--- config.mk ---
export PLATFORM = sky130hd
export DESIGN_NAME = l2_neuron_layer
export DESIGN_NICKNAME = d
export VERILOG_FILES = /design/src/rtl/l2_neuron_layer.sv
export SDC_FILE = /design/constraint.sdc
export NUM_CORES = 1
export LEC_CHECK = 0
export ABC_CLOCK_PERIOD_IN_PS = 18800
export CORE_MARGIN = 1
export CORE_UTILIZATION = 35
export CTS_CLUSTER_DIAMETER = 100
export DETAILED_ROUTE_END_ITERATION = 7
export PLACE_DENSITY_LB_ADDON = 0.12
export SKIP_LAST_GASP = 1
export SLEW_MARGIN = 20
export SYNTH_ARGS = -nofsm -noshare
export SYNTH_HDL_FRONTEND = slang
export SYNTH_SLANG_ARGS = --single-unit
--- constraint.sdc ---
create_clock -name i_clk -period 18.8 [get_ports i_clk]
set_input_delay 2.82 -clock i_clk [delete_from_list [all_inputs] [get_ports i_clk]]
set_output_delay 2.82 -clock i_clk [all_outputs]
set_load 0.03 [all_outputs]
--- src/rtl/l2_neuron_layer.sv ---
// rtl/l2_neuron_layer.sv - three-neuron winner-take-all layer over six decaying input traces
// Optional refractory inhibition of the last winner is built when L2_REFRACTORY_EN is defined.
module l2_neuron_layer #(
    parameter int P_WIDTH  = 8,
    parameter int P_TICK   = 16,
    parameter int P_REFRAC = 32
) (
    input  logic                           i_clk,
    input  logic                           i_rst_n,
    input  logic [5:0]                     i_event,
    input  logic [3*6*P_WIDTH-1:0]         i_weights,
    input  logic [3*(2*P_WIDTH+4)-1:0]     i_thresholds,
    output logic [2:0]                     o_spikeout,
    output logic [6*(P_WIDTH+1)-1:0]       o_ts,
    output logic [3*(2*P_WIDTH+4)-1:0]     o_lv,
    output logic                           o_busy
);

    localparam int LP_TW = P_WIDTH + 1;
    localparam int LP_AW = 2 * P_WIDTH + 4;
    localparam int LP_PW = (P_TICK > 1) ? $clog2(P_TICK) : 1;
    localparam logic [LP_TW-1:0] LP_TRACE_MAX = {1'b1, {P_WIDTH{1'b0}}};
    localparam logic [LP_PW-1:0] LP_PRE_LAST  = LP_PW'(P_TICK - 1);

    typedef enum logic [1:0] {S_IDLE, S_ACC, S_CMP, S_FIRE} state_t;

    state_t             state_q;
    logic [LP_PW-1:0]   pre_q;
    logic               tick;
    logic               any_event;
    logic [LP_TW-1:0]   trace_q [6];
    logic [LP_TW-1:0]   trace_d [6];
    logic [LP_TW-1:0]   snap_q  [6];
    logic [LP_AW-1:0]   acc_q   [3];
    logic [LP_AW-1:0]   lv_q    [3];
    logic [LP_AW-1:0]   term    [3];
    logic [2:0]         idx_q;
    logic               pend_q;
    logic [2:0]         eligible;
    logic [2:0]         winner;
    logic [LP_AW-1:0]   best;
    logic [LP_TW-1:0]   sel_trace;
    logic [P_WIDTH-1:0] sel_w;

    assign any_event = |i_event;
    assign tick      = (pre_q == LP_PRE_LAST);

    // An event load wins over a decay landing on the same edge.
    always_comb begin
        for (int k = 0; k < 6; k++) begin
            if (i_event[k]) begin
                trace_d[k] = LP_TRACE_MAX;
            end else if (tick && (trace_q[k] != '0)) begin
                trace_d[k] = trace_q[k] - 1'b1;
            end else begin
                trace_d[k] = trace_q[k];
            end
        end
    end

    always_ff @(posedge i_clk or negedge i_rst_n) begin
        if (!i_rst_n) begin
            pre_q <= '0;
            for (int k = 0; k < 6; k++) begin
                trace_q[k] <= '0;
            end
        end else begin
            pre_q   <= tick ? '0 : pre_q + 1'b1;
            trace_q <= trace_d;
        end
    end

    // One input per ACC cycle: idx_q selects the snapshot trace and each neuron's weight.
    always_comb begin
        sel_trace = '0;
        sel_w     = '0;
        for (int k = 0; k < 6; k++) begin
            if (idx_q == 3'(k)) begin
                sel_trace = snap_q[k];
            end
        end
        for (int n = 0; n < 3; n++) begin
            sel_w = '0;
            for (int k = 0; k < 6; k++) begin
                if (idx_q == 3'(k)) begin
                    sel_w = i_weights[(n*6+k)*P_WIDTH +: P_WIDTH];
                end
            end
            term[n] = LP_AW'(sel_w) * LP_AW'(sel_trace);
        end
    end

    // Strict '>' keeps the lowest index on ties.
    always_comb begin
        best   = '0;
        winner = 3'b000;
        for (int n = 0; n < 3; n++) begin
            if (eligible[n] && (acc_q[n] != '0) &&
                (acc_q[n] >= i_thresholds[n*LP_AW +: LP_AW]) &&
                ((winner == 3'b000) || (acc_q[n] > best))) begin
                best   = acc_q[n];
                winner = 3'(1 << n);
            end
        end
    end

`ifdef L2_REFRACTORY_EN
    localparam int LP_RW = $clog2(P_REFRAC + 1);
    logic [LP_RW-1:0] refrac_q [3];

    always_ff @(posedge i_clk or negedge i_rst_n) begin
        if (!i_rst_n) begin
            for (int n = 0; n < 3; n++) begin
                refrac_q[n] <= '0;
            end
        end else begin
            for (int n = 0; n < 3; n++) begin
                if ((state_q == S_CMP) && winner[n]) begin
                    refrac_q[n] <= LP_RW'(P_REFRAC);
                end else if (refrac_q[n] != '0) begin
                    refrac_q[n] <= refrac_q[n] - 1'b1;
                end
            end
        end
    end

    always_comb begin
        for (int n = 0; n < 3; n++) begin
            eligible[n] = (refrac_q[n] == '0);
        end
    end
`else
    assign eligible = 3'b111;
`endif

    always_ff @(posedge i_clk or negedge i_rst_n) begin
        if (!i_rst_n) begin
            state_q    <= S_IDLE;
            o_busy     <= 1'b0;
            o_spikeout <= 3'b000;
            pend_q     <= 1'b0;
            idx_q      <= '0;
            for (int k = 0; k < 6; k++) begin
                snap_q[k] <= '0;
            end
            for (int n = 0; n < 3; n++) begin
                acc_q[n] <= '0;
                lv_q[n]  <= '0;
            end
        end else begin
            case (state_q)
                S_IDLE: begin
                    if (any_event) begin
                        state_q <= S_ACC;
                        o_busy  <= 1'b1;
                        pend_q  <= 1'b0;
                        idx_q   <= '0;
                        snap_q  <= trace_d;
                        for (int n = 0; n < 3; n++) begin
                            acc_q[n] <= '0;
                        end
                    end
                end
                S_ACC: begin
                    for (int n = 0; n < 3; n++) begin
                        acc_q[n] <= acc_q[n] + term[n];
                    end
                    idx_q <= idx_q + 1'b1;
                    if (idx_q == 3'd5) begin
                        state_q <= S_CMP;
                    end
                    if (any_event) begin
                        pend_q <= 1'b1;
                    end
                end
                S_CMP: begin
                    state_q    <= S_FIRE;
                    o_spikeout <= winner;
                    for (int n = 0; n < 3; n++) begin
                        lv_q[n] <= acc_q[n];
                    end
                    if (any_event) begin
                        pend_q <= 1'b1;
                    end
                end
                S_FIRE: begin
                    o_spikeout <= 3'b000;
                    // An event arriving on this very edge folds into the re-run too.
                    if (pend_q || any_event) begin
                        state_q <= S_ACC;
                        pend_q  <= 1'b0;
                        idx_q   <= '0;
                        snap_q  <= trace_d;
                        for (int n = 0; n < 3; n++) begin
                            acc_q[n] <= '0;
                        end
                    end else begin
                        state_q <= S_IDLE;
                        o_busy  <= 1'b0;
                    end
                end
                default: begin
                    state_q <= S_IDLE;
                    o_busy  <= 1'b0;
                end
            endcase
        end
    end

    always_comb begin
        for (int k = 0; k < 6; k++) begin
            o_ts[k*LP_TW +: LP_TW] = snap_q[k];
        end
        for (int n = 0; n < 3; n++) begin
            o_lv[n*LP_AW +: LP_AW] = lv_q[n];
        end
    end

endmodule
==> results of run 1 <==
layout make-up:
class	count	area, um^2
Fill cell	6209	35600
Inverter	349	1310
Clock buffer	45	972
Timing Repair Buffer	348	3450
Tap cell	846	1060
Clock inverter	15	149
Sequential cell	242	6060
Multi-Input combinational cell	1773	14500
Antenna cell	1	2.50
through the flow:
step	area [um^2]	util [%]	hold WS [ns]
global placement	26400	41.9	0.460
CTS	27500	43.6	0.492
global route	27500	43.6	0.504
detailed placement	26400	41.9	0.484
finish	27500	43.6	0.492
floorplan	22300	-	0.442
critical path, cell delays in order:
cell and delay (ns):
sky130_fd_sc_hd__clkdlybuf4s50_1 0.46, sky130_fd_sc_hd__a221oi_1 0.07, sky130_fd_sc_hd__o311ai_0 0.83, sky130_fd_sc_hd__o211ai_1 0.28, sky130_fd_sc_hd__nand2_1 0.29, sky130_fd_sc_hd__nand2_1 0.13
sky130_fd_sc_hd__fa_1 0.57, sky130_fd_sc_hd__inv_1 0.05, sky130_fd_sc_hd__fa_1 0.52, sky130_fd_sc_hd__fa_1 0.52, sky130_fd_sc_hd__fa_1 0.50, sky130_fd_sc_hd__ha_1 0.39
sky130_fd_sc_hd__nand3_1 0.09, sky130_fd_sc_hd__o211ai_1 0.32, sky130_fd_sc_hd__a31oi_1 0.13, sky130_fd_sc_hd__a31oi_1 0.30, sky130_fd_sc_hd__o21ai_0 0.17, sky130_fd_sc_hd__a211oi_1 0.29
sky130_fd_sc_hd__o31ai_1 0.10, sky130_fd_sc_hd__a21o_1 0.21
layer usage:
layer  up-vias  track usage (%)  routed length [um]  share of wire, %
met3       110             4.45                4540               6.1
met5         -                0                  17             0.023
met4         2             8.25                2610               3.5
met1      9208             30.0               32200                44
li1       8919                -                   -                 -
met2       545             38.6               34600                47
cell families (layout without fill, tap and decap cells):
group	count (synthesis)	after routing	share of synthesized area, %
buffers and inverters	455	757	7.97
AND/OR/NAND/NOR	740	740	14.6
adder cells (fa/ha/maj)	413	413	28.9
AO/OA/AOI/OAI	466	466	14.6
XOR/XNOR	80	80	3.14
multiplexers	74	74	3.73
flip-flops	242	242	27.1
other	0	1	0
worst paths after layout:
path | from | end | slack, ns | depth (start not counted)
max reg2reg | idx_q[1] | acc_q[19] | 11.18 | 23
max | i_weights[103] | acc_q[19] | 10.15 | 20
min reg2reg | pre_q[0] | pre_q[0] | 0.49 | 1
min in group asynchronous | i_rst_n | o_lv[23] | 2.34 | 1
max in group asynchronous | i_rst_n | trace_q[11] | 15.08 | 2
min | pre_q[0] | pre_q[0] | 0.49 | 1
sequential cells by signal, summed over array words and instances, names as in the netlist:
| name | flops |
|---|---|
| pre_q | 4 |
| pend_q | 1 |
| o_ts | 54 |
| o_spikeout | 3 |
| idx_q | 3 |
| o_lv | 60 |
| acc_q | 60 |
| o_busy | 1 |
| trace_q | 54 |
| state_q | 2 |
cell usage in the layout (no fill, tap or decap), types with 19 or more instances in the layout:
cell,count
sky130_fd_sc_hd__o311ai_0,30
sky130_fd_sc_hd__a21oi_1,105
sky130_fd_sc_hd__o21ai_0,70
sky130_fd_sc_hd__nand3_1,47
sky130_fd_sc_hd__fa_1,171
sky130_fd_sc_hd__o211ai_1,40
sky130_fd_sc_hd__dfrtp_1,242
sky130_fd_sc_hd__ha_1,240
sky130_fd_sc_hd__mux2_2,74
sky130_fd_sc_hd__clkbuf_16,34
sky130_fd_sc_hd__nor2_1,221
sky130_fd_sc_hd__xnor2_1,45
sky130_fd_sc_hd__o31ai_1,50
sky130_fd_sc_hd__inv_1,349
sky130_fd_sc_hd__a21o_1,32
sky130_fd_sc_hd__xor2_1,35
sky130_fd_sc_hd__clkdlybuf4s50_1,328
sky130_fd_sc_hd__a221oi_1,33
sky130_fd_sc_hd__nand2_1,335
sky130_fd_sc_hd__nor3_1,19
==> results.md, run 1 <==
Worst setup path:
- STA puts the critical path data arrival time at between 9 and 10 ns.
- The required time of the critical path is roughly 19 ns.
- The kind of critical path is input pin to register.
- Of all nets on the critical path, the largest fanout is 7.
- The worst setup path is launched from an input pin.
- The endpoint class of the critical path is a register.

Clock tree:
- The root buffer cell is sky130_fd_sc_hd__clkbuf_16.
- After clock tree synthesis, the setup repair step added 0 buffers.
- In this run, post-CTS repair resized a total of 0 instances.
- The maximum clock path buffer count is 3.
- The insertion delay to the later sink of the worst-skew pair is around 0.55 ns.
- Clock-pin slew was measured on the worst setup and hold paths at 0.06 ns.
- The TritonCTS buffer count is 34.
- The TritonCTS clock tree is done.
- The number of levels in the clock H-tree is 2.
- Buffers inserted to repair hold after CTS numbered 0.
- The number of clock sinks seen by CTS is 242.

Yosys:
- The cell type contributing the most total cell area after synthesis is sky130_fd_sc_hd__dfrtp_1.
- Summing every instance area after synthesis gives roughly 22,000 um^2.
- During synthesis, Yosys emitted a total of 0 warnings.
- The synthesized design contains 0 enable-type register cells.
- The dominant cell by count in the synthesized netlist is sky130_fd_sc_hd__inv_1.
- The net count of the mapped netlist is 3,095.
- Ranked by total cell area, the synthesized netlist is headed by sky130_fd_sc_hd__dfrtp_1, sky130_fd_sc_hd__fa_1, sky130_fd_sc_hd__ha_1.
- By count the netlist is led by sky130_fd_sc_hd__inv_1, sky130_fd_sc_hd__nand2_1, sky130_fd_sc_hd__dfrtp_1, sky130_fd_sc_hd__ha_1, sky130_fd_sc_hd__nor2_1.
- The share of Yosys cell area claimed by the top area cell type is 27.1%.
- After synthesis, the mean cell area works out to ~9 um^2.
- The top flip-flop cell by instance count after synthesis is sky130_fd_sc_hd__dfrtp_1.
- The count of mapped cells out of synthesis is roughly 2,500.
- After synthesis, the netlist uses 80 different library cells.
- The fraction of synthesis flops using an asynchronous set or reset pin is between 90% and 100%.
- Summing the sequential cell areas from Yosys gives 27.1% of the chip area.
- After synthesis the netlist holds a flip-flop and latch count of about 240.

Routing:
- The final layout contains routed wiring with a total length of 73,900 um.
- The count of unresolved DRC violations after routing is 0.
- After detailed routing, the number of vias per cell comes to about 5.2.
- For this block, the via count after detailed routing is 18,800.
- The detail route stage leaves a number of antenna-violating nets equal to 0.
- The number of search-and-repair iterations in the first detailed-routing pass is 5.
- The average wire per standard cell is between 20 and 25 um.
- The DRC marker count from the first detailed-route iteration is approximately 1,100.

Floorplanning:
- Measured along the x axis, the die boundary spans 255 um.
- The die covers about 65,000 um^2.
- For this design the top-level I/O count stands at 330.
- The floorplan step defined a core boundary enclosing between 60,000 and 70,000 um^2.
- For this configuration, the core starts out at a cell density of 35.4%.
- The standard-cell row count is approximately 90.
- The floorplan step set the die height to 255 um.

Timing:
- The transition at the pin with the smallest max-transition slack is approximately 1 ns.
- Once routing completed, OpenROAD measured the worst setup slack at a little over 10 ns.
- The worst path in the final design needs a cycle of slightly below 9 ns, including I/O delays and setup.
- Setup violations remaining at the end of the flow were counted as 0.
- On the final layout, the worst clock skew is ~0.031 ns.
- The maximum clock rate is 116 MHz.
- The number of max-slew violations in the final report came to 0.
- The final setup TNS is 0 ns.
- After layout, the worst path uses 46.0% of the clock period.
- The worst slew margin relative to its limit is ~34%.
- Setup repair after global routing left no endpoint under its margin.
- The count of final hold-check violations is 0.

Global routing:
- The via count of the first global-routing pass is approximately 19,000.
- Entering global routing, the biggest net connects 141 pins.
- The number of antenna violations at the first check in global routing is 2.
- Across every metal layer, demand over resource in global routing totals 23.2%.
- For this run the aggregate overflow at the end of global routing stands at 0.
- The first-pass GRT wire length is approximately 110,000 um.

Placement:
- Counting tap cells, the placed design contains a total of 3,558 instances.
- Detailed placement finished with a half-perimeter wire length of between 50,000 and 60,000 um.
- At the end of routability-driven placement, the weighted congestion stood at around 0.9.
- The count of port buffers added during placement is approximately 330.
- The minimum setup slack after placement is ~9.7 ns.

Finish:
- In the final design database the tool counted about 3,400 nets.
- The growth of design area from synthesis to finish is 23.3%.
- The ratio of cells with drive above 1 in the final layout is ~7.5%.
- After the flow finishes, the layout carries non-filler instances totaling about 3,600.

Run:
- The total of max-cap violations is 0.

Worst hold path:
- The class of the tightest hold or removal check is register to register.

Run status:
- The run finished with clean final reports.
Power of run 1 is left out: the tool's default activity adds up to more than one toggle a clock period on the data nets, which glitch-free logic cannot reach.
==> inputs of run 2 (changes only) <==
ABC_CLOCK_PERIOD_IN_PS = 7200   (was 18800)
clock period = 7.2 ns   (was 18.8 ns; I/O delays follow)
==> run 2 against run 1 <==
Effect of this change: setup slack lost 9.7 ns; sequential share of layout area down 0.34 points; non-clock buffer count increased by 54; register-to-register slack got worse by 11 ns; first-iteration DRC count fell by 2.4%; critical path depth up 6; utilization increased by 0.69 points; clock skew fell by 0.023 ns; routed wire length down 0.17%; largest cell class unchanged; highest routed layer unchanged.
==> results.md, run 2 (synthesized netlist as in run 1, its figures left out) <==
Run status:
- The flow ran to the end, and the final reports show no timing, DRC or antenna violations.

Timing:
- The worst path setup slack after routing is around 0.44 ns.
- The final setup TNS is 0 ns.
- The final worst clock skew is between 0.008 and 0.009 ns.
- Setup violations remaining at the end of the flow were counted as 0.
- Setup repair after global routing could not meet its margin everywhere.
- The shortest period the worst path allows is between 6 and 7 ns.
- The maximum clock rate is 148 MHz.
- The number of max-slew violations in the final report is 0.
- For the pin with the worst max-slew slack, the measured transition is 0.943 ns.
- The count of final hold-check violations came to 0.
- The worst slew margin relative to its limit is around 37%.
- The fraction of the cycle the final worst path needs is a little over nine tenths.

Floorplanning:
- The height of the die is 255 um.
- The number of placed I/O pins is between 300 and 400.
- The region available for standard cell placement spans ~63,000 um^2.
- The die boundary width is about 250 um.
- The starting density of the core is around 35%.
- The die covers around 65,000 um^2.
- The standard-cell row count is 92.

Routing:
- In the final routed layout, each cell accounts on average for approximately 20 um.
- In this run, the number of DRC markers left after iteration 0 of detailed routing was roughly 1,000.
- The count of unresolved DRC violations after routing is 0.
- The detailed-route via count is approximately 19,000.
- Summed over all layers, the routed wires come to between 70,000 and 80,000 um.
- The detail route stage leaves a number of antenna-violating nets equal to 0.
- The number of search-and-repair iterations in the first detailed-routing pass is 5.
- The per-cell via count in the routed design is 5.10.

Worst hold path:
- Counting instances, the worst hold path has a depth of 1.
- The class of the tightest hold or removal check is register to register.
- The worst hold path startpoint is pre_q[0].

Finish:
- The sequential cells in the finished layout cover a total of a little over 6000 um^2.
- After the last flow step, the layout net total stands at ~3,400.
- The ratio of cells with drive above 1 in the final layout is 9.57%.
- The most common library cell in the layout ignoring fill and taps is sky130_fd_sc_hd__inv_1.
- Fill cells in the final layout number 6,238.
- In the layout the commonest cells are sky130_fd_sc_hd__inv_1, sky130_fd_sc_hd__nand2_1, sky130_fd_sc_hd__clkdlybuf4s50_1.
- The antenna diode instance count is 0.
- The final core area utilization is between 40% and 50%.
- With fillers left out, the area of the finished cells amounts to 28,000 um^2.
- The growth of design area from synthesis to finish is 25.2%.
- The area occupied by multi-input gates is approximately 15,000 um^2.

Worst setup path:
- The arrival time reported for the critical path endpoint is 7.23 ns.
- The startpoint kind of the worst setup timing path is a register.
- In this run the register-to-register setup slack is 0.44 ns.
- The worst reg-to-reg path cell count is 26.
- The reg-to-reg critical path startpoint is idx_q[0].
- The required time of the critical path is 7.67 ns.
- STA classifies the critical path endpoint as a register.
- In this run the worst path has a maximum fanout of 14.
- The launching element of the worst setup path is idx_q[0].
- The kind of critical path is register to register.

Clock tree:
- The quantity of hold-fixing buffers added after cts is 0.
- The TritonCTS clock tree is done.
- The TritonCTS buffer count is 31.
- The number of clock sinks seen by CTS is between 200 and 250.
- The cell sitting at the root of the clock tree is a sky130_fd_sc_hd__clkbuf_16.
- For the worst-skew pair, the clock arrives at the later sink with an insertion delay of about 0.59 ns.
- CTS built an H-tree with a depth of 1.
- The clock-pin slew reported for the worst setup and hold paths after clock tree synthesis is approximately 0.060 ns.
- The maximum clock path buffer count is 3.

Placement:
- The wire-length estimate of the detail-placed layout is 58,900 um.
- Port buffering added ~330 buffers.
- The minimum setup slack after placement is -0.0170 ns.
- Routability-driven placement finished with a final weighted congestion of between 0.8 and 0.9.
- The total cell area at the placement stage is 26,800 um^2.

Global routing:
- For this run the aggregate overflow at the end of global routing stands at 0.
- The number of antenna violations at the first check in global routing was 2.
- The via count of the first global-routing pass is 19,300.
- Global routing used roughly 23% of the available tracks.
- The first-pass GRT wire length is 113,000 um.
- The largest net degree at the start of global routing is 96.

Run:
- The total of max-cap violations is 0.
==> run 2: cell count changes in the layout (fill, tap and decap cells not counted), sizes merged <==
cell | before | now
bufinv | 1 | 5
clkinv | 4 | 7
inv | 354 | 351
buf | 20 | 74
diode | 1 | 0
clkbuf | 45 | 38
clkinvlp | 5 | 4
==> run 2: path summary, 6_finish.rpt <==
check                                 end
worst min register to register   pre_q[0]
worst min-delay path             pre_q[0]
worst max register to register  acc_q[59]
min in group asynchronous        o_lv[36]
worst max-delay path            acc_q[59]
max in group asynchronous        o_ts[18]
==> run 2: area by class of cell <==
cell class | count | area share, %
clock inverter | 18 | 0.859
sequential | 242 | 21.7
inverter | 349 | 4.68
timing repair buffer | 402 | 13.9
multi-input combinational | 1773 | 52.1
tap | 846 | 3.79
clock buffer | 38 | 3.05
==> run 2: worst max-delay path, stage by stage (launching register included) <==
cell	delay, ns
sky130_fd_sc_hd__dfrtp_1	0.42
sky130_fd_sc_hd__inv_1	0.08
sky130_fd_sc_hd__ha_1	0.22
sky130_fd_sc_hd__nand2_2	0.31
sky130_fd_sc_hd__buf_4	0.26
sky130_fd_sc_hd__nor2_1	0.05
sky130_fd_sc_hd__o311ai_0	0.41
sky130_fd_sc_hd__o211ai_1	0.37
sky130_fd_sc_hd__nand2_1	0.36
sky130_fd_sc_hd__nand2_1	0.13
sky130_fd_sc_hd__fa_1	0.50
sky130_fd_sc_hd__inv_1	0.04
sky130_fd_sc_hd__ha_1	0.27
sky130_fd_sc_hd__ha_1	0.29
sky130_fd_sc_hd__inv_1	0.05
sky130_fd_sc_hd__fa_1	0.47
sky130_fd_sc_hd__inv_1	0.04
sky130_fd_sc_hd__ha_1	0.22
sky130_fd_sc_hd__fa_1	0.49
sky130_fd_sc_hd__a211oi_2	0.23
sky130_fd_sc_hd__o21ai_0	0.14
sky130_fd_sc_hd__a2111oi_0	0.45
sky130_fd_sc_hd__nor3_1	0.15
sky130_fd_sc_hd__a31o_2	0.29
sky130_fd_sc_hd__a31oi_1	0.19
sky130_fd_sc_hd__or3_1	0.13
sky130_fd_sc_hd__nand3_1	0.07
==> run 2: stage by stage <==
step,cells,hold slack [ns]
2_1_floorplan,2470,0.442
3_3_place_gp,3611,0.460
3_5_place_dp,3611,0.479
4_1_cts,3667,0.487
5_1_grt,3668,0.505
6_report,3668,0.486
==> run 2: what timing repair did <==
action,4_1_cts,5_1_grt
setup endpoints to repair,1,12
pin swaps,0,1
gates resized for setup,1,15
setup buffers,0,1
==> run 2: metal layers <==
layer  up-vias  wire [um]  GRT usage, %
li1       8993          -             -
met1      9138      33300          30.8
met2       498      34600          38.4
met3        89       3730          3.05
met4         2       2090          6.88
met5         -         12             0
Power of run 2 is left out for the same reason.
==> inputs of run 3 (changes only) <==
ABC_CLOCK_PERIOD_IN_PS = not set   (was 7200)
==> results of run 3 <==
The final DEF is identical to that of run 2; final timing and power are the same.
Power of run 3 is left out for the same reason.
